File: src/rtl/fluxo_dados_exp6.sv
// fluxo_dados_exp6: datapath for the exp6 game control unit.
// Holds the address counter E, the round counter Rod, the timeout counter T,
// the player-move register R, a fixed 16x4 sequence ROM, a comparator and the button edge detector.
// Ports:
//   clock, reset                 rising-edge clock, synchronous active-high reset
//   botoes[3:0]                  player buttons
//   zeraE/contaE                 clear/increment E (clear wins)
//   zeraRod/contaRod             clear/increment Rod (clear wins)
//   zeraT/contaT                 clear/increment T, saturating at TIMEOUT-1 (clear wins)
//   zeraR/registraR              clear/load R from botoes (clear wins)
//   jogada                       one-cycle pulse on the rising edge of |botoes
//   igual                        ROM[E] == R
//   enderecoIgualRodada          E == Rod
//   fimE, fimRod, fimT           E == F, Rod == F, T == TIMEOUT-1
//   db_contagem, db_rodada       E, Rod
//   db_memoria, db_jogada        ROM[E], R
//   db_tem_jogada                raw |botoes
module fluxo_dados_exp6 #(
    parameter int TIMEOUT = 5000,
    parameter int TW      = 13
) (
    input  logic          clock,
    input  logic          reset,
    input  logic [3:0]    botoes,
    input  logic          zeraE,
    input  logic          contaE,
    input  logic          zeraRod,
    input  logic          contaRod,
    input  logic          zeraT,
    input  logic          contaT,
    input  logic          zeraR,
    input  logic          registraR,
    output logic          jogada,
    output logic          igual,
    output logic          enderecoIgualRodada,
    output logic          fimE,
    output logic          fimRod,
    output logic          fimT,
    output logic [3:0]    db_contagem,
    output logic [3:0]    db_rodada,
    output logic [3:0]    db_memoria,
    output logic [3:0]    db_jogada,
    output logic          db_tem_jogada
);
    localparam logic [TW-1:0] T_MAX = TW'(TIMEOUT - 1);
    // Sequence ROM packed with address F in the top nibble and address 0 in the bottom nibble.
    localparam logic [63:0] ROM = {4'h4, 4'h1, 4'h8, 4'h8, 4'h4, 4'h4, 4'h2, 4'h2,
                                   4'h1, 4'h1, 4'h2, 4'h4, 4'h8, 4'h4, 4'h2, 4'h1};

    logic [3:0]    contagem, rodada, regJogada, memoria;
    logic [TW-1:0] tempo;
    logic          temJogada, prev;

    always_ff @(posedge clock) begin
        if (reset) begin
            contagem  <= 4'h0;
            rodada    <= 4'h0;
            tempo     <= '0;
            regJogada <= 4'h0;
        end else begin
            contagem  <= zeraE ? 4'h0 : contaE ? contagem + 4'h1 : contagem;
            rodada    <= zeraRod ? 4'h0 : contaRod ? rodada + 4'h1 : rodada;
            tempo     <= zeraT ? '0 : (contaT && tempo != T_MAX) ? tempo + TW'(1) : tempo;
            regJogada <= zeraR ? 4'h0 : registraR ? botoes : regJogada;
        end
        // prev keeps tracking the buttons through reset, so a key held across reset
        // is seen as already pressed and produces no pulse until released and pressed again.
        prev <= temJogada;
    end

    assign temJogada           = |botoes;
    assign jogada              = temJogada & ~prev & ~reset;
    assign memoria             = ROM[{contagem, 2'b00} +: 4];
    assign igual               = memoria == regJogada;
    assign enderecoIgualRodada = contagem == rodada;
    assign fimE                = contagem == 4'hF;
    assign fimRod              = rodada == 4'hF;
    assign fimT                = tempo == T_MAX;
    assign db_contagem         = contagem;
    assign db_rodada           = rodada;
    assign db_memoria          = memoria;
    assign db_jogada           = regJogada;
    assign db_tem_jogada       = temJogada;
endmodule

File: config.mk
export PLATFORM = sky130hd
export DESIGN_NAME = fluxo_dados_exp6
export DESIGN_NICKNAME = d
export VERILOG_FILES = /design/src/rtl/fluxo_dados_exp6.sv
export SDC_FILE = /design/constraint.sdc
export NUM_CORES = 1
export LEC_CHECK = 0
export ABC_AREA = 1
export CELL_PAD_IN_SITES_DETAIL_PLACEMENT = 1
export CELL_PAD_IN_SITES_GLOBAL_PLACEMENT = 1
export CORE_MARGIN = 1
export CORE_UTILIZATION = 37
export CTS_CLUSTER_DIAMETER = 200
export DETAILED_ROUTE_END_ITERATION = 16
export PLACE_DENSITY_LB_ADDON = 0.1
export SLEW_MARGIN = 20
export SYNTH_ARGS = -nofsm -noshare
export SYNTH_HDL_FRONTEND = slang
export SYNTH_SLANG_ARGS = --single-unit
File: constraint.sdc
create_clock -name clock -period 2.6 [get_ports clock]
set_input_delay 0.26 -clock clock [delete_from_list [all_inputs] [get_ports clock]]
set_output_delay 0.26 -clock clock [all_outputs]
set_load 0.02 [all_outputs]
==> results.md <==
- Status: completed
- Avg Inst Size Synth: 6.48 µm²
- Number of slew-limit violations in the final report: 0
- Finish-stage setup viols: 0
- Ratio of cells with drive above 1 in the final layout: 0.0594
- Syn. warnings: 0
- Fill count: 569
- DR vias/cell: 5.07
- Worst EP arrival: 2.01 ns
- Reg2reg end: tempo[5]
- Max rail drop VDD: 0.000236 V
- Power Total: 0.804 mW
- Post-CTS Setup Repair Bufs: 0
- Clock Skew: 0.00487 ns
- Hold Slack: 0.498 ns
- Area of the multi-input gates: 928 µm²
- Starting Density: 0.396
- #FFs+latches synth: 26
- Worst setup path class: flop to output pin
- Worst Reg-to-Reg Cells: 8
- Final Critical Period: 2.27 ns
- Total grt overflow: 0
- Pre-antenna DRT Iters: 7
- Post-Route WL: 4270 µm
- Cell Pwr Density: 390 mW/mm²
- Initial antenna violation count: 0
- Wire per inst: 12.7 µm
- DRC: 0
- Register Area: 524 µm²
- Post-Synthesis Cell Area: 0.00162 mm²
- Clk sink count: 26
- Leakage power: 0.826 nW
- Synth cell types: 29
- Slew HR: 0.748
- Chip width: 68.2 µm
- Clock latency on the worst-skew pair: 0.28 ns
- Post-route insts no fill: 336
- Final WS setup: 0.331 ns
- Worst-path clk slew: 0.09 ns
- Launch point of the worst reg-to-reg path: tempo[0]
- Diode count: 0
- DP Wirelength: 3440 µm
- Setup crit start kind: flop
- Worst R2R Setup Slack: 0.85 ns
- Syn nets: 272
- Iteration-0 DRC count of the detailed router: 50
- Critical Path Fanout Max: 9
- Vias in the first global route: 1642
- Die span in y: 68.2 µm
- Post-placement cell count: 332
- CP Launch Point: db_contagem[3]
- Pre-CTS WS: 0.325 ns
- Final nets: 309
- Req. time, crit path: 2.34 ns
- Ports: 37
- RSZ-0062 raised after global routing: false
- Total CTS buffers: 3
- Max Clk Rate: 0.441 GHz
- Routability cong.: 0.769
- Core footprint: 0.00409 mm²
- TNS Setup: 0 ns
- Area growth from synthesis to layout: 27.5%
- Final period util: 0.873
- Critical Path End: enderecoIgualRodada
- CTS tree: built
- Worst hold path class: flop to flop
- Largest net degree at the start of global routing: 15
- Worst slew pin tran: 0.374 ns
- Crit end category: output pin
- Row count: 23
- Final ANT Viol Nets: 0
- Final Hold Fails: 0
- Hold Startpoint: db_jogada[2]
- Synth Instances: 250
- I/O Buffers: 36
- Sequential share of the synthesized area: 0.321
- Max-cap violation count: 0
- Root Buffer: clkbuf_8
- H-tree level count: 1
- First-pass GRT wire length: 7130 µm
- Maximum clock path buffer count: 2
- Die area: 0.00464 mm²
- GR Util All Layers: 0.201
- Routed vias: 1702
==> final cells by class <==
cell class              instances  area share
repair buffers                 36       0.176
flip-flops and latches         26       0.254
well taps                      50      0.0303
clock buffers                   4      0.0267
inverters                      35      0.0636
multi-input cells             185       0.450
==> worst max-delay path: stages, from the launching register on <==
cell             delay, ns
dfxtp_1               0.51
inv_1                 0.18
nand2_1               0.09
nand4_1               0.08
a221oi_1              0.22
clkdlybuf4s50_1       0.65
==> sequential cells by signal, indices dropped and copies added (netlist names) <==
name and cells:
db_jogada 4, tempo 13, prev 1, db_rodada 4, db_contagem 4
==> worst min path at each step <==
stage | endpoint | slack, ns | cells past startpoint
finish | db_jogada[2] | 0.50 | 2
floorplan | db_contagem[2] | 0.35 | 1
global placement | tempo[3] | 0.49 | 2
global route | db_jogada[1] | 0.52 | 2
CTS | db_jogada[2] | 0.50 | 2
detailed placement | db_jogada[2] | 0.49 | 2
==> layout by cell type (no fill, tap or decap), types with 2 or more instances in the layout <==
cell type / netlist / layout
a21oi_1: 16 / 16
clkbuf_8: 0 / 4
clkdlybuf4s50_1: 0 / 35
dfxtp_1: 26 / 23
dfxtp_2: 0 / 3
ha_1: 8 / 8
inv_1: 33 / 33
nand2_1: 66 / 66
nand2_2: 2 / 2
nand3_1: 15 / 15
nand3b_1: 2 / 2
nand4_1: 8 / 8
nor2_1: 32 / 32
nor2_2: 4 / 4
nor3_1: 7 / 7
nor4_1: 2 / 2
o21ai_0: 9 / 9
or2_2: 2 / 2
xor2_1: 5 / 5
==> synthesized netlist by cell type <==
cell type,n,area share
nand2_1,66,0.15
nor3_1,7,0.022
buf_8,1,0.0093
dfxtp_1,26,0.32
a21oi_1,16,0.049
nor4_1,2,0.0077
inv_2,1,0.0023
nor2_2,4,0.015
buf_4,1,0.0046
nand3_2,1,0.0062
nand3_1,15,0.046
buf_2,1,0.0031
and3_1,1,0.0039
nor2_1,32,0.074
o21ai_1,1,0.0031
xor2_1,5,0.027
a221oi_1,1,0.0054
nand3b_1,2,0.0093
inv_1,33,0.077
xnor2_1,1,0.0054
o21ai_0,9,0.028
buf_6,1,0.0070
nand2_2,2,0.0077
or2_2,2,0.0077
ha_1,8,0.062
nor3b_1,1,0.0046
a211oi_1,1,0.0046
clkinv_1,1,0.0023
nand4_1,8,0.031
==> layer usage <==
layer  share of wire  GRT usage  routed length, µm
met3           0.016     0.0150                 70
met2            0.51      0.385               2160
met5               0          0                  0
met1            0.46      0.235               1980
met4           0.014     0.0547                 60
==> timing repair <==
item	CTS	global route
setup endpoints to repair	0	1
hold buffers	0	0
resized for setup	0	4
==> report_power, final <==
group | internal [mW] | leakage [nW] | total [mW] | switching (mW)
clock network | 0.136 | 0.0288 | 0.271 | 0.135
registers | 0.406 | 0.212 | 0.415 | 0.00922
logic | 0.0553 | 0.585 | 0.118 | 0.0628
total | 0.597 | 0.826 | 0.804 | 0.207
==> kinds of logic (layout without fill, tap and decap cells) <==
| group | Yosys count | in the layout | share of synthesized area |
|---|---|---|---|
| fa+ha+maj | 8 | 8 | 0.0618 |
| buf+inv | 39 | 75 | 0.105 |
| flops | 26 | 26 | 0.321 |
| simple gates | 143 | 143 | 0.389 |
| xor+xnor | 6 | 6 | 0.0325 |
| compound gates | 28 | 28 | 0.0904 |
==> through the flow <==
stage                      util  area, µm²
after CTS                 0.504       2060
final                     0.505       2060
after global routing      0.505       2060
after floorplan               -       1620
after global placement    0.490       2000
after detailed placement  0.490       2000
No activity file was read; power rests on OpenSTA's default activity.
